===== config.mk =====
export PLATFORM = sky130hd
export DESIGN_NAME = dam_operand_feeder
export DESIGN_NICKNAME = d
export VERILOG_FILES = /design/src/rtl/dam_operand_feeder.sv
export SDC_FILE = /design/constraint.sdc
export NUM_CORES = 1
export LEC_CHECK = 0
export ABC_AREA = 1
export CAP_MARGIN = 10
export CORE_MARGIN = 2
export CORE_UTILIZATION = 42
export CTS_CLUSTER_SIZE = 24
export DETAILED_ROUTE_END_ITERATION = 7
export PLACE_DENSITY = 0.75
export RECOVER_POWER = 25
export SLEW_MARGIN = 40
export SYNTH_ARGS = -nofsm -noshare
export SYNTH_HDL_FRONTEND = slang
export SYNTH_SLANG_ARGS = --single-unit

===== constraint.sdc =====
create_clock -name clk -period 2.55 [get_ports clk]
set_clock_uncertainty 0.15 [all_clocks]
set_input_delay 0.6375 -clock clk [delete_from_list [all_inputs] [get_ports clk]]
set_output_delay 0.6375 -clock clk [all_outputs]
set_load 0.005 [all_outputs]

===== src/rtl/dam_operand_feeder.sv =====
// Operand sequencer for the DiffAddMul core: buffers packed operand words in a
// circular FIFO and presents one at a time from a head register, advancing on core acceptance.
module dam_operand_feeder #(
  parameter int unsigned DEPTH = 8,
  parameter int unsigned AW    = 3
) (
  input  logic            clk,
  input  logic            rst,
  input  logic            wr_en,
  input  logic [24:0]     wr_data,
  output logic            full,
  output logic [AW+1:0]   count,
  output logic            overflow,
  input  logic            core_in_valid,
  output logic [7:0]      i,
  output logic [7:0]      j,
  output logic [7:0]      k,
  output logic            operation,
  output logic            present,
  output logic            underrun,
  output logic [15:0]     issued
);

  localparam int unsigned OW = AW + 1;
  localparam int unsigned CW = AW + 2;
  localparam logic [OW-1:0] OCC_FULL = OW'(DEPTH);

  typedef struct packed {
    logic [7:0] i;
    logic [7:0] j;
    logic [7:0] k;
    logic       op;
  } word_t;

  localparam word_t IDLE_WORD = '{i: 8'h00, j: 8'h00, k: 8'h00, op: 1'b1};

  word_t         mem [DEPTH];
  word_t         head;
  logic [AW-1:0] wr_ptr;
  logic [AW-1:0] rd_ptr;
  logic [OW-1:0] occ;

  logic          do_write;
  logic          do_drop;
  logic          retire;
  logic          starve;
  logic          head_free;
  logic          do_load;
  logic [OW-1:0] occ_nxt;
  logic          present_nxt;
  logic [CW-1:0] count_nxt;

  // Event decode, all evaluated on pre-edge state so full-drop ignores a same-edge load.
  always_comb begin
    do_write    = 1'b0;
    do_drop     = 1'b0;
    retire      = 1'b0;
    starve      = 1'b0;
    head_free   = 1'b0;
    do_load     = 1'b0;
    occ_nxt     = occ;
    present_nxt = present;
    count_nxt   = '0;

    do_write  = wr_en && (occ != OCC_FULL);
    do_drop   = wr_en && (occ == OCC_FULL);
    retire    = core_in_valid && present;
    starve    = core_in_valid && !present;
    head_free = !present || retire;
    do_load   = head_free && (occ != '0);

    occ_nxt     = occ + OW'(do_write) - OW'(do_load);
    present_nxt = do_load || (present && !retire);
    count_nxt   = CW'(occ_nxt) + CW'(present_nxt);
  end

  // Storage array needs no reset; only written entries are ever read.
  always_ff @(posedge clk) begin
    if (do_write) begin
      mem[wr_ptr] <= word_t'(wr_data);
    end
  end

  always_ff @(posedge clk) begin
    if (rst) begin
      wr_ptr   <= '0;
      rd_ptr   <= '0;
      occ      <= '0;
      head     <= IDLE_WORD;
      present  <= 1'b0;
      full     <= 1'b0;
      count    <= '0;
      overflow <= 1'b0;
      underrun <= 1'b0;
      issued   <= '0;
    end else begin
      if (do_write) begin
        wr_ptr <= wr_ptr + AW'(1);
      end
      if (do_load) begin
        head   <= mem[rd_ptr];
        rd_ptr <= rd_ptr + AW'(1);
      end else if (retire) begin
        head <= IDLE_WORD;
      end
      if (retire) begin
        issued <= issued + 16'd1;
      end
      if (do_drop) begin
        overflow <= 1'b1;
      end
      if (starve) begin
        underrun <= 1'b1;
      end
      occ     <= occ_nxt;
      present <= present_nxt;
      full    <= (occ_nxt == OCC_FULL);
      count   <= count_nxt;
    end
  end

  assign i         = head.i;
  assign j         = head.j;
  assign k         = head.k;
  assign operation = head.op;

endmodule


==> metrics.yaml <==
whs_ns: 0.223
cp.buffers_inverters: 2
antenna_left: 0
grt_max_degree: 101
arrival_ns: 1.65
cts.sinks: 263
fin_crit_ns: 2.43
slew_viol_final: 0
area_growth_pct: 20.3
synth-edff-count: 200
setup_viol: 0
vias_per_cell: 4.82
synth_top_area_share_pct: 55.0
synth.most_common_cell: "nand2_1"
placed_cells: 1490
drv_cap: 0
finalHoldViolCount: 0
worst_pin_slew_ns: 0.664
hold_class: "in2reg"
path_class: "reg2out"
routabilityCongestion: 0.759
tritoncts: "built"
p_int_w: 0.00897
grt_pass1_wl_microns: 36200
final.setup.tns_ns: 0
finish.cell_count_without_fillers: 1540
async_flop_share_pct: 0
io-pin-count: 79
clk_pin_slew_ns: 0.06
vias: 7426
synthTopCellsByArea: "edfxtp_1 55%, dfxtp_1 12%, nand2_1 11%"
synth_nets: 1140
rows: 59
synthFlopType: "edfxtp_1"
antenna_found_initial: 4
synthDistinctLibCells: 29
p_clk_share_pct: 28.9
grt_overflow: 0
final_util_pct: 51.0
io_buffers: 78
worstSetupPathDepth: 2
wl_per_cell_microns: 14.9
switching_share_pct: 32.4
pwr-share-comb_pct: 30.8
required_ns: 1.76
p_sw_w: 0.00429
p_seq_share_pct: 40.3
startpoint_type: "flop"
synth_top_cell_by_area: "edfxtp_1"
drive_above_1_share_pct: 7.81
grt_pass1_vias: 7008
slew_headroom_pct: 55.7
synthTopCellsByCount: "319 x nand2_1, 200 x edfxtp_1, 175 x inv_1"
crit_chain: "clkbuf_1, clkdlybuf4s50_1"
die-area_sq_um: 27300
core-area_sq_um: 25800
fmax_mhz: 411
cp_slowest_stage_delay_ns: 0.53
irDropWorstVdd_mv: 0.510
synth_cells: 1099
p_per_area_nw_per_um2: 1010
grt_setup_unrepaired: "no"
cts_buffers: 26
cts_hold_buf: 0
reg2reg_depth: 15
start_util_pct: 42.4
root_buffer: "clkbuf_16"
yosysSeqAreaShare_pct: 66.5
cp_max_fo: 4
status: "completed"
clkLatencyLatePin_ns: 0.55
syn_area_sq_um: 10900
path_delay_family: "buffers and inverters"
drtIter0Drc: 511
slowest_stage: "clkdlybuf4s50_1"
dieHeight_microns: 165
finalNetCount: 1224
h-tree-depth: 1
ctsLongestPathBuffers: 3
grt.total_usage_pct: 17.0
hpwl_microns: 13100
leakagePower_nw: 5.38
ys_warn_count: 0
drt_first_pass_iters: 5
period_share_pct: 95.4
drc: 0
avgSynthCellArea_sq_um: 9.94
ys_ff_latch: 263
cp-end-kind: "output port"
die_w_microns: 165
wl_microns: 23000
min_path_cells: 2
## timing repair
action | 4_1_cts | 5_1_grt
setup endpoints to repair | 0 | 4
resized for setup | 0 | 4
setup buffers | 0 | 0
## sequential cells by signal (all words and copies together), names as in the netlist, 3 cells and up, named ones only
register	cells
issued	16
i	8
j	8
occ	4
k	8
mem	200
wr_ptr	3
count	5
rd_ptr	3
## cell families (layout without fill, tap and decap cells)
kind of cell,after synthesis,count (layout),synth area share (%)
adders and majority gates,12,12,1.44
xor gates and xnor gates,3,3,0.241
AOI/OAI and AO/OA,51,51,2.36
other,0,2,0
buffers and inverters,227,331,8.42
DFF,263,263,66.5
and+or+nand+nor,543,543,21.0
## power groups by stage
stage | Combinational (W) | Sequential, W | Clock, W
finish | 0.00408 | 0.00534 | 0.00383
global route | 0.00459 | 0.00539 | 0.00409
CTS | 0.00409 | 0.00535 | 0.00390
detailed placement | 0.00405 | 0.00543 | 0
global placement | 0.00395 | 0.00541 | 0
floorplan | 0.00268 | 0.00541 | 0
## final timing paths
check / endpoint / from / slack, ns
worst min-delay path: overflow / rst / 0.22
worst max-delay path: present / present / 0.12
worst max register to register: count[3] / occ[2] / 0.16
worst min register to register: overflow / overflow / 0.31
## cell type report
type                    instances  area, sq um
diodes                          2         5.00
clock buffers                  30          666
clock inverters                18          206
fillers                      2163        12600
inverters                     180          683
multi-input cells             609         2820
flip-flops and latches        263         7270
well taps                     335          419
repair buffers                103         1070
## metrics by stage
stage,worst slack (ns),power [W],cell area (sq um)
final,0.117,0.0133,13100
after global routing,0.00946,0.0141,13100
after CTS,0.0485,0.0133,13100
after detailed placement,-0.495,0.00948,12300
after global placement,-0.469,0.00937,12300
after floorplan,-0.0676,0.00809,11000
## worst register-to-register path, stage by stage (launching register included)
cell	delay, ns
dfxtp_1	0.31
inv_1	0.07
ha_1	0.22
nand2_1	0.08
nand2_2	0.08
ha_4	0.28
inv_2	0.04
ha_4	0.15
inv_2	0.04
fa_1	0.45
inv_2	0.10
nand2_1	0.06
nor2_2	0.11
nand2_1	0.06
nand2_1	0.05
nor2_1	0.04
## routing by layer
layer,vias up,track usage [%],wire length [microns]
met5,-,0,24
met4,4,6.32,673
met3,44,2.77,1430
met2,217,29.5,11500
met1,3449,21.6,9370
li1,3712,-,-
## cells in the final DEF, fill, tap and decap left out, drive strengths merged, types with 11 or more instances in the layout
cell	Yosys	layout
nand2	321	321
edfxtp	200	200
inv	179	179
nand3	162	162
dfxtp	63	63
clkdlybuf4s50	0	59
nor2	53	53
a21oi	38	38
clkbuf	13	31
buf	34	25
dlygate4sd3	0	17
clkinv	1	15
o21ai	12	12
ha	11	11
Note: power is estimated with default switching activity, not from simulation.
==> patch 1: new RTL, config.mk and constraints unchanged <==
Reset style: asynchronous (`rst`), changed in one clocked block.
--- a/src/rtl/dam_operand_feeder.sv
+++ b/src/rtl/dam_operand_feeder.sv
@@ -81,7 +81,7 @@
     end
   end
 
-  always_ff @(posedge clk) begin
+  always_ff @(posedge clk or posedge rst) begin
     if (rst) begin
       wr_ptr   <= '0;
       rd_ptr   <= '0;
Behaviour: differs if rst is asserted again (counterexample within 4 cycles, from zero or initial values and one cycle with rst high); with rst held inactive, the same outputs for 4 cycles.
==> patch 1 against the original RTL <==
  * Power rose by 9.3%
  * Area after synthesis fell by 3.4%
  * Clock power fell by 2%
  * Design area fell by 2.8%
  * Synthesized cell count fell by 18%
  * Maximum frequency fell by 0.68%
  * Wire length fell by 1.9%
  * Worst setup slack got worse by 17 ps
  * Sequential cell count fell by 3
  * Critical path depth rose by 12
  * Non-clock buffer count rose by 21
==> patch 1: results (changes against the original RTL) <==
| Metric | Value |
|---|---|
| Routed vias | `6927 (was 7426)` |
| Cell variety after synth | `33 (was 29)` |
| Clock buffer count from CTS | `27 (was 26)` |
| R2R Path Start | `occ[3] (was occ[2])` |
| Worst IR Drop VDD | `0.593 mV (was 0.510 mV)` |
| DP Wirelength | `13800 um (was 13100 um)` |
| Largest delay share family, worst path | `adder cells (was buffers and inverters)` |
| Crit Path Category | `flip-flop to flip-flop (was flip-flop to primary output)` |
| Clk Latency, worst-skew pair | `530 ps (was 550 ps)` |
| Buffers on Ports | `78 (unchanged)` |
| Global-route wire length before repair | `36200 um (about the same)` |
| Arr. time, crit path | `2710 ps (was 1650 ps)` |
| Ranking of synthesized cells by area | `edfxtp_1, dfrtp_1, nor2_1 (was edfxtp_1, dfxtp_1, nand2_1)` |
| Met1 Usage GRT | `23.5% (was 21.6%)` |
| Post-synth EDFFs | `200 (unchanged)` |
| Post-synthesis average cell area | `11.7 sq um (was 9.94 sq um)` |
| Gp weighted congestion | `0.789 (was 0.759)` |
| Vias in the first global route | `6831 (was 7008)` |
| Tmin final | `2450 ps (was 2430 ps)` |
| Largest net degree at the start of global routing | `80 (was 101)` |
| H-Tree Depth | `1 (unchanged)` |
| Synth top cells by count | `edfxtp_1, nor2_1, nand2_1, nand3_1, o21ai_0 (was nand2_1, edfxtp_1, inv_1, nand3_1, dfxtp_1)` |
| Slew HR | `56.1% (was 55.7%)` |
| LEAKAGE | `0.00492 uW (was 0.00538 uW)` |
| HP Start | `core_in_valid (was rst)` |
| Post-DP Area | `0.0119 sq mm (was 0.0123 sq mm)` |
| CP peak stage delay | `430 ps (was 530 ps)` |
| Fin nets | `1051 (was 1224)` |
| GR Util met2 | `28.9% (was 29.5%)` |
| Hold depth | `3 (was 2)` |
| Layout cells sized above 1 | `12.3% (was 7.81%)` |
| Psw | `4880 uW (was 4290 uW)` |
| Reg2reg path depth | `14 (was 15)` |
| WL/cell | `16.7 um (was 14.9 um)` |
| Post-Syn Nets | `941 (was 1140)` |
| GRT met3 Usage | `2.62% (was 2.77%)` |
| Initial antenna violation count | `0 (was 4)` |
| GRT Resource Usage Total | `17.3% (was 17.0%)` |
| First-pass DRT Iterations | `5 (unchanged)` |
| Seq/Total Area, Yosys | `71.2% (was 66.5%)` |
| CTS Root Cell | `clkbuf_16 (unchanged)` |
| Clock-pin slew on the worst setup and hold paths | `60 ps (about the same)` |
| Final hold slack | `297 ps (was 223 ps)` |
| Cells after DPL | `1301 (was 1490)` |
| Status | `finished, final reports clean (unchanged)` |
| Worst R2R End | `count[2] (was count[3])` |
| Hold WC Path Type | `primary input to flip-flop (unchanged)` |
| Antenna cells | `0 (was 2)` |
| FFs w/ async S/R, synth | `23.1% (was 0%)` |
| Setup slack, reg-to-reg | `100 ps (was 160 ps)` |
| Clock Tree Buf Depth | `3 (unchanged)` |
| Non-filler cells, final | `1354 (was 1540)` |
| DRT iter0 DRCs | `545 (was 511)` |
| CP max-delay cell | `fa_2 (was clkdlybuf4s50_1)` |
| Hold endpoint | `underrun (was overflow)` |
| DP Worst Slack | `-519 ps (was -495 ps)` |
[patch 1: logic make-up (layout without fill, tap and decap cells)]
family	count (synthesis)	after routing	synth area share [%]
flip-flops	260	260	71.2
AND/OR/NAND/NOR	448	448	17.9
adder cells (fa/ha/maj)	12	12	1.49
XOR/XNOR	16	16	1.33
buffers and inverters	82	212	4.19
AO/OA/AOI/OAI	82	82	3.95
[patch 1: cell type report]
cell class              instances  area, sq um
fillers                      2063        11700
repair buffers                124         1200
clock buffers                  34          712
inverters                      39          146
clock inverters                15          130
multi-input cells             558         2670
flip-flops and latches        260         7510
well taps                     324          405
[patch 1: metal layers]
layer  vias to the layer above  part of all wire (%)
met3                        41                   6.1
met5                         -                     0
li1                       3293                     -
met1                      3358                    43
met4                         0                   2.9
met2                       235                    48
[patch 1: power groups by stage]
stage	registers [uW]	clock network, uW	logic (uW)
floorplan	5850	0	3100
CTS	5870	3810	4790
detailed placement	5940	0	4750
global placement	5910	0	4630
global route	5950	3980	5520
finish	5860	3740	4890
[patch 1: through the flow]
| step | setup TNS, ps | util, % |
|---|---|---|
| floorplan | -12150 | - |
| global placement | -2820 | 48.5 |
| detailed placement | -4050 | 48.5 |
| CTS | 0 | 52.0 |
| global route | -12.5 | 52.2 |
| finish | 0 | 52.2 |
[patch 1: worst reg2reg max path, delay by kind of cell (launching register included)]
kind / cells / cell delay, ps
adder cells (fa/ha/maj): 5 / 1150
AND/OR/NAND/NOR: 2 / 120
buffers and inverters: 6 / 350
XOR/XNOR: 1 / 140
flip-flops: 1 / 410
[patch 1: timing repair]
item                                    in CTS  in global routing
pin swaps                                    0                  6
hold buffers                                 0                  0
buffers inserted                             0                  4
gates resized for setup                      1                 13
endpoints found under the setup margin       1                  5
==> patch 2: new RTL, same flow settings <==
Without the edit above. `DEPTH`: 8 -> 16.
--- a/src/rtl/dam_operand_feeder.sv
+++ b/src/rtl/dam_operand_feeder.sv
@@ -1,7 +1,7 @@
 // Operand sequencer for the DiffAddMul core: buffers packed operand words in a
 // circular FIFO and presents one at a time from a head register, advancing on core acceptance.
 module dam_operand_feeder #(
-  parameter int unsigned DEPTH = 8,
+  parameter int unsigned DEPTH = 16,
   parameter int unsigned AW    = 3
 ) (
   input  logic            clk,
Check against the original RTL: not equivalent (a bounded check fails within 4 cycles, from zero or initial values and one cycle with rst high).
==> patch 2 against the original RTL <==
  * Design area grew 2.4%
  * Worst setup slack gained 51 ps
  * Sequential cell count is the same
  * Area after synthesis is essentially flat
  * Sequential power grew 1%
  * Largest power group unchanged
  * Maximum frequency grew 2.1%
  * Utilization grew 1.2 points
  * First-iteration DRC count grew 50%
  * Power grew 8.5%
  * Synthesized cell count is essentially flat
  * Wire length grew 6.5%
==> patch 2: results (changes against the original RTL) <==
| Metric | Value |
|---|---|
| Vias per inst | `4.95 (was 4.82)` |
| Ranking of synthesized cells by area | `edfxtp_1, dfxtp_1, nand2_1 (unchanged)` |
| Adder-Cell Fraction of Synth Area | `1.33% (was 1.44%)` |
| Status | `finished, final reports clean (unchanged)` |
| Hold depth | `3 (was 2)` |
| Antenna cells | `0 (was 2)` |
| WL/cell | `15.8 um (was 14.9 um)` |
| Syn Inst Count | `1098 (was 1099)` |
| Global-route wire length before repair | `39000 um (was 36200 um)` |
| Clock buffer count from CTS | `28 (was 26)` |
| Arr. time, crit path | `2710 ps (was 1650 ps)` |
| DP Wirelength | `14600 um (was 13100 um)` |
| Worst IR Drop VDD | `0.665 mV (was 0.510 mV)` |
| Final hold slack | `222 ps (was 223 ps)` |
| GRT Resource Usage Total | `18.2% (was 17.0%)` |
| Hold endpoint | `issued[6] (was overflow)` |
| Critical Path End | `count[2] (was present)` |
| CP startpoint | `occ[2] (was present)` |
| Seq/Total Area, Yosys | `66.5% (about the same)` |
| Vias in the first global route | `7566 (was 7008)` |
| Gp weighted congestion | `0.788 (was 0.759)` |
| Non-filler cells, final | `1556 (was 1540)` |
| Critical path fanouts, max | `3 (was 4)` |
| Layout cells sized above 1 | `10.2% (was 7.81%)` |
| Post-synthesis xor/xnor area fraction | `0.241% (about the same)` |
==> patch 2: metal layers <==
metal	vias up	track usage, %	wire length [um]
met5	-	0	13
met4	2	6.25	641
met3	56	2.62	1460
met2	240	31.0	12000
met1	3649	23.8	10400
li1	3753	-	-
==> patch 2: area by class of cell <==
| class | count | area [sq um] |
|---|---|---|
| clock buffer | 35 | 768 |
| tap | 335 | 419 |
| sequential | 263 | 7270 |
| fill | 2171 | 12300 |
| multi-input combinational | 610 | 2830 |
| timing repair buffer | 119 | 1230 |
| clock inverter | 17 | 267 |
| inverter | 177 | 673 |
==> patch 2: critical path: stages, from the launching register on <==
cell	delay [ps]
dfxtp_1	310
inv_2	50
ha_2	170
nand2_2	70
nand2_2	90
inv_4	40
ha_4	230
inv_2	60
ha_4	120
inv_2	30
fa_2	530
inv_2	60
ha_4	150
nand2_1	70
nand2_1	50
nor2_1	120
==> patch 2: report_power, final <==
part	switching, uW	total [uW]	internal, uW
Clock	1670	4430	2760
Sequential	229	5400	5170
Combinational	2740	4560	1820
